**config.mk**
```make
export PLATFORM = sky130hd
export DESIGN_NAME = cdb_arbiter
export DESIGN_NICKNAME = d
export VERILOG_FILES = /design/src/rtl/cdb_arbiter.sv
export SDC_FILE = /design/constraint.sdc
export NUM_CORES = 1
export LEC_CHECK = 0
export ABC_AREA = 1
export CAP_MARGIN = 40
export CORE_MARGIN = 2
export CORE_UTILIZATION = 44
export CTS_CLUSTER_SIZE = 20
export DETAILED_ROUTE_END_ITERATION = 16
export HOLD_SLACK_MARGIN = 0.03
export PLACE_DENSITY = 0.8
export RECOVER_POWER = 50
export SLEW_MARGIN = 10
export SYNTH_ARGS = -nofsm -noshare
export SYNTH_HDL_FRONTEND = slang
export SYNTH_SLANG_ARGS = --single-unit
```
**constraint.sdc**
```tcl
create_clock -name clk -period 11.4 [get_ports clk]
set_input_delay 3.42 -clock clk [delete_from_list [all_inputs] [get_ports clk]]
set_output_delay 3.42 -clock clk [all_outputs]
set_load 0.01 [all_outputs]
```
**src/rtl/cdb_arbiter.sv**
```systemverilog
// rtl/cdb_arbiter.sv - two-slot round-robin CDB arbiter for five FU result producers
// Optional conflict counter enabled by defining CDB_ARB_PERF_CTR_EN.

package cdb_arbiter_pkg;
    localparam int CDB_PADDR_W = 7;

    typedef struct packed {
        logic                   cdb_broadcast;
        logic [4:0]             cdb_aaddr;
        logic [CDB_PADDR_W-1:0] cdb_p_addr;
        logic [31:0]            cdb_rd;
    } cdb_pkt_t;
endpackage

module cdb_arbiter
    import cdb_arbiter_pkg::*;
#(
    parameter int N_REQ   = 5,
    parameter int PADDR_W = CDB_PADDR_W
) (
    input  logic                            clk,
    input  logic                            rst,
    input  logic                            flush,
    input  logic [N_REQ-1:0]                req_valid,
    output logic [N_REQ-1:0]                req_ready,
    input  logic [N_REQ-1:0][PADDR_W-1:0]   req_paddr,
    input  logic [N_REQ-1:0][4:0]           req_aaddr,
    input  logic [N_REQ-1:0][31:0]          req_rd,
    output cdb_pkt_t                        cdb_pkt,
    output cdb_pkt_t                        cdb_pkt2,
    output logic [31:0]                     conflict_cnt
);

    localparam int PTR_W = (N_REQ > 1) ? $clog2(N_REQ) : 1;

    logic [PTR_W-1:0] rr_ptr;
    logic [PTR_W-1:0] g0;
    logic [PTR_W-1:0] g1;
    logic             g0_found;
    logic             g1_found;
    logic             grant_en;
    logic [PTR_W-1:0] last_grant;
    logic [PTR_W-1:0] ptr_next;
    cdb_pkt_t         slot0_pkt;
    cdb_pkt_t         slot1_pkt;

    // Cyclic scan from rr_ptr for g0, then from g0+1 for g1 (g0 itself is never revisited).
    always_comb begin
        int idx;
        g0       = '0;
        g1       = '0;
        g0_found = 1'b0;
        g1_found = 1'b0;
        idx      = 0;
        for (int k = 0; k < N_REQ; k++) begin
            idx = int'(rr_ptr) + k;
            if (idx >= N_REQ) idx = idx - N_REQ;
            if (!g0_found && req_valid[idx]) begin
                g0_found = 1'b1;
                g0       = PTR_W'(idx);
            end
        end
        for (int k = 0; k < N_REQ - 1; k++) begin
            idx = int'(g0) + 1 + k;
            if (idx >= N_REQ) idx = idx - N_REQ;
            if (g0_found && !g1_found && req_valid[idx]) begin
                g1_found = 1'b1;
                g1       = PTR_W'(idx);
            end
        end
    end

    assign grant_en   = g0_found && !flush && !rst;
    assign last_grant = g1_found ? g1 : g0;
    assign ptr_next   = (int'(last_grant) == N_REQ - 1) ? '0 : last_grant + 1'b1;

    always_comb begin
        req_ready = '0;
        if (grant_en) begin
            req_ready[g0] = 1'b1;
            if (g1_found) req_ready[g1] = 1'b1;
        end
    end

    always_comb begin
        slot0_pkt = '0;
        slot1_pkt = '0;
        if (grant_en) begin
            slot0_pkt.cdb_broadcast = 1'b1;
            slot0_pkt.cdb_aaddr     = req_aaddr[g0];
            slot0_pkt.cdb_p_addr    = req_paddr[g0];
            slot0_pkt.cdb_rd        = req_rd[g0];
            if (g1_found) begin
                slot1_pkt.cdb_broadcast = 1'b1;
                slot1_pkt.cdb_aaddr     = req_aaddr[g1];
                slot1_pkt.cdb_p_addr    = req_paddr[g1];
                slot1_pkt.cdb_rd        = req_rd[g1];
            end
        end
    end

    // Idle slots register all-zero so broadcast lasts exactly one cycle per result.
    always_ff @(posedge clk or posedge rst) begin
        if (rst) begin
            cdb_pkt  <= '0;
            cdb_pkt2 <= '0;
            rr_ptr   <= '0;
        end else begin
            cdb_pkt  <= slot0_pkt;
            cdb_pkt2 <= slot1_pkt;
            if (grant_en) rr_ptr <= ptr_next;
        end
    end

`ifdef CDB_ARB_PERF_CTR_EN
    logic [31:0] conflict_q;

    always_ff @(posedge clk or posedge rst) begin
        if (rst) begin
            conflict_q <= '0;
        end else if (!flush && ($countones(req_valid) > 2) && (conflict_q != 32'hFFFF_FFFF)) begin
            conflict_q <= conflict_q + 32'd1;
        end
    end

    assign conflict_cnt = conflict_q;
`else
    assign conflict_cnt = 32'd0;
`endif

endmodule
```
== After elaboration in Yosys (flattened, before gate mapping) ==
Index checks and enable logic that the tools add are counted.

* Bits in registers: 93

* Add/sub/neg operators: 18
* Order comparisons: 22
* Equal/unequal tests: 1
* Mux-type cells: 77
* Bitwise gates (word level): 1
* Reductions and logical operators: 24

{| class="wikitable"
|+ Operators with widths
! operator !! number
|-
| 32-bit two-way mux || 11
|-
| 32-bit by 5-bit < comparator with 1-bit output, second input constant || 9
|-
| 32-bit binary-select mux with 3-bit select || 2
|-
| 45-bit two-way mux || 3
|-
| 32-bit by 4-bit greater-or-equal comparator with 1-bit output, second input constant || 3
|-
| 32-bit by 4-bit subtractor with 32-bit output, second input constant || 3
|-
| 7-bit binary-select mux with 3-bit select || 2
|-
| 3-bit two-way mux || 11
|-
| 32-bit by 2-bit adder with 32-bit output, second input constant || 1
|-
| 32-bit by 3-bit adder with 32-bit output, second input constant || 1
|-
| 5-bit binary-select mux with 3-bit select || 2
|-
| 1-bit two-way mux || 29
|-
| 1-bit binary-select mux with 3-bit select || 9
|-
| 5-bit two-way mux || 4
|-
| 4-bit by 3-bit subtractor with 5-bit output, second input constant || 4
|-
| 4-bit by 3-bit greater-or-equal comparator with 1-bit output, second input constant || 4
|-
| 1-bit logical AND || 15
|-
| 7-bit two-way mux || 2
|-
| 1-bit zero test || 9
|-
| 3-bit by 1-bit adder with 4-bit output, second input constant || 2
|-
| 3-bit by 2-bit adder with 4-bit output, second input constant || 2
|-
| 3-bit by 4-bit < comparator with 1-bit output, second input constant || 2
|-
| 1-bit demux with 3-bit select || 2
|-
| 3-bit by 1-bit greater-or-equal comparator with 1-bit output, second input constant || 2
|-
| 9 further kinds || 9
|}

== Longest topological paths before layout ==
* Word-level depth: 45
* Gate-level depth with buffers: 49
* Gate-level depth less buffers: 47

== Least setup slack after synthesis ==
Ideal clock, no wire load.

* Path kind: input to output
* Start: in req_valid[2]
* End: out req_ready[1]
* Data arrival time: 7.387 ns
* Path slack: 0.593 ns
* Stages on the path: 35
* Path buffers: 2
* Cell sequence: inv_1 > nand3_1 > nand3_1 > nand3_1 > nand2_1 > nand3_1 > nor2_4 > nand2_2 > o2111ai_1 > nand2_1 > inv_1 > ha_1 > inv_1 > nand3_1 > nand2_1 > ha_1 > nor2_1 > nor2_1 > o21ai_0 > xnor2_1 > inv_2 > nand3_1 > a21oi_1 > nand2_1 > nor2_2 > inv_2 > nand4_2 > nor2_1 > nor2_2 > buf_6 > nand2_2 > inv_4 > buf_6 > nand2_1 > a21oi_1

* Longest elaborated chain between the ends: 43

{| class="wikitable"
|+ Ends and longest elaborated chain
! element !! RTL line !! source
|-
| start, declared || 24 || <nowiki>input logic [N_REQ-1:0] req_valid,</nowiki>
|-
| parallel branches: the longest is 42 deep, another holds 1-bit binary-select mux with 3-bit select || n/a ||
|-
| 5-bit two-way mux * || 79 || <nowiki>if (grant_en) begin</nowiki>
|-
| end, declared || 25 || <nowiki>output logic [N_REQ-1:0] req_ready,</nowiki>
|}

Mark *: on every way between the ends. The select of a mux whose other input is x is not followed.

== Worst setup path after layout ==
* Start: in req_valid[0]
* End: out req_ready[1]

The elaborated chain is that of the path after synthesis.

==> impl_results.md <==
- CP max FO: 4
- Max_slew headroom: -32.4%
- Vias in the first global route: 10300
- Final hold viol count: 0
- TritonCTS clock tree: done
- Seq/Total Area, Yosys: 27.6%
- Final min period: 11.04 ns
- First-pass GRT wire length: 55.2 mm
- Fillers: 1710
- Synth warnings: 0
- DR iter-0 viols: 1076
- CP Capture Type: primary output
- Worst slew pin tran: 1.99 ns
- Critical Path Max Stage Delay: 0.28 ns
- CP Buf/Inv Count: 11
- Startpoint types: input port
- Core area: 18800 µm²
- DP HPWL: 25.8 mm
- Row cnt: 50
- FF+latch count, synth: 93
- GRT Total Usage: 34.8%
- Die area: 20300 µm²
- Synth unique cells: 39
- Initial antenna violation count: 0
- Setup violations, final: 0
- H-tree depth: 3
- Vias/cell: 5.80
- Fmax: 90.6 MHz
- Gate Count Post-Synth: 1335
- Clk_lat worst skew: 0.36 ns
- Worst Path Arrival: 7.62 ns
- Commonest non-fill, non-tap cell in the layout: nand2_1
- Commonest non-fill, non-tap cells in the layout: 439 x nand2_1, 234 x clkdlybuf4s50_1, 194 x nand3_1
- DR vias: 11000
- Chip Height: 143 µm
- Slew Limit Fails: 99
- CTS Sinks: 93
- Worst path slowest cell: ha_1
- Clock transition at path regs: 0.07 ns
- Routed len/inst: 19.3 µm
- Residual DRC: 0
- Drt total wl: 36.8 mm
- Hold WS: 0.793 ns
- Number of max-cap violations: 3
- Global route overflow: 0
- Area Growth Syn to Fin: 48.2%
- PortBufs: 322
- Detailed Routing Iterations Pass 1: 7
- CTS buffer count: 9
- Worst EP required: 7.98 ns
- ANT cells: 0
- Critical path class: in2out
- Cell family with most CP delay: simple AND/OR/NAND/NOR gates
- Final GP Congestion: 0.941
- CP dominant cell by count: nand2_2
- CTS Buffer Depth: 2
- Setup Skew: 0.0127 ns
- Layout cells sized above 1: 12.2%
- Die X: 143 µm
- Unrepaired setup endpoints after global routing: no
- Fin nets: 1916
- Mean Syn Cell Area: 6.33 µm²
- Clk root buf: clkbuf_16
- I/O Pins: 355
- Initial Util: 45.0%
- Outcome: finished, violations left
- Pin count of the biggest net entering global routing: 84
- Hold WC Path Type: reg2reg
- Post-Syn Area: 8450 µm²
- Final ANT Viol Nets: 0
- Tcrit/Tclk final: 96.9%
- Failing checks: capacitance limit, slew limit
- Post-cts hold buffer count: 0
[cells in the mapped netlist]
cell type / n / area (µm²)
a2111oi_0: 15 / 131
clkinv_1: 3 / 11.3
nand3_2: 6 / 60.1
buf_6: 10 / 113
clkbuf_1: 40 / 150
a22oi_1: 1 / 7.51
inv_4: 1 / 6.26
buf_4: 38 / 285
nand4_2: 4 / 50.1
nor2_1: 109 / 409
nand2_4: 5 / 56.3
xor2_1: 1 / 8.76
nand4_1: 14 / 87.6
nor3_1: 1 / 5.00
o211ai_1: 3 / 22.5
conb_1: 2 / 7.51
nor2_4: 2 / 22.5
o21ai_2: 5 / 43.8
a21oi_2: 1 / 8.76
nand3_1: 200 / 1000
nor4_1: 29 / 181
o21ai_1: 5 / 25.0
o21a_1: 1 / 7.51
buf_1: 3 / 11.3
xnor2_1: 2 / 17.5
buf_2: 28 / 140
nand2_2: 16 / 100
xor2_2: 1 / 16.3
o21ai_0: 42 / 210
dfrtp_1: 93 / 2330
nand2_1: 452 / 1700
o2111ai_1: 1 / 8.76
nor2_2: 6 / 37.5
a31oi_1: 45 / 282
inv_1: 47 / 176
inv_2: 14 / 52.6
o22ai_1: 40 / 250
ha_1: 23 / 288
a21oi_1: 26 / 130
[repair_timing]
item	in CTS	in global routing
resized for setup	30	37
pin swaps	4	16
setup buffers	0	5
endpoints found under the hold margin	0	0
setup endpoints to repair	5	5
[worst min-delay path, cell delays in order (launching register included)]
cell and delay, ns:
dfrtp_1 0.56, nand2_1 0.15, nand2_1 0.05
[cell type report]
class	instances	area, µm²	area share [%]
clock buffers	9	225	1.80
inverters	65	248	1.98
well taps	234	293	2.34
clock inverters	7	77.6	0.620
repair buffers	407	3870	30.9
flip-flops and latches	93	2330	18.6
multi-input cells	1089	5470	43.7
[worst paths after layout]
check	cells past startpoint	end	start	slack, ns
min in group asynchronous	2	cdb_pkt[40]$_DFF_PP0_	rst	4.02
min reg2reg	2	rr_ptr[2]$_DFFE_PP0P_	rr_ptr[2]$_DFFE_PP0P_	0.79
max reg2reg	40	cdb_pkt2[21]$_DFF_PP0_	rr_ptr[0]$_DFFE_PP0P_	4.74
max	39	req_ready[1]	req_valid[0]	0.36
min	2	rr_ptr[2]$_DFFE_PP0P_	rr_ptr[2]$_DFFE_PP0P_	0.79
max in group asynchronous	4	cdb_pkt2[14]$_DFF_PP0_	rst	3.59
[metrics by stage]
step	setup WS (ns)	setup TNS, ns	area [µm²]	instances	utilization (%)
floorplan	0.593	0	8560	1366	-
global placement	-0.439	-2.10	12000	1880	63.9
detailed placement	-0.536	-2.55	12100	1883	64.2
CTS	0.00659	0	12400	1899	66.0
global route	0.0201	0	12500	1904	66.7
finish	0.359	0	12500	1904	66.7
[cell families after synthesis]
family          Yosys count  synth area share [%]
other cells               2                0.0889
simple gates            844                  43.9
fa+ha+maj                23                  3.41
xor+xnor                  4                 0.504
flops                    93                  27.6
buf+inv                 184                  11.2
compound gates          185                  13.3
[routing by layer]
metal  global-route usage, %  up-vias  wire (µm)
met2                    55.2      828      16500
li1                        -     5089          -
met1                    44.0     4970      14000
met3                    8.04      148       4390
met4                    18.9        0       1910
met5                       0        -          0
[sequential cells by signal, summed over array words and instances, names as in the netlist]
signal and cells:
cdb_pkt 45, cdb_pkt2 45, rr_ptr 3
Power is not shown: default switching activity piles up to over one toggle a cycle in this logic, so the estimate is an artifact.
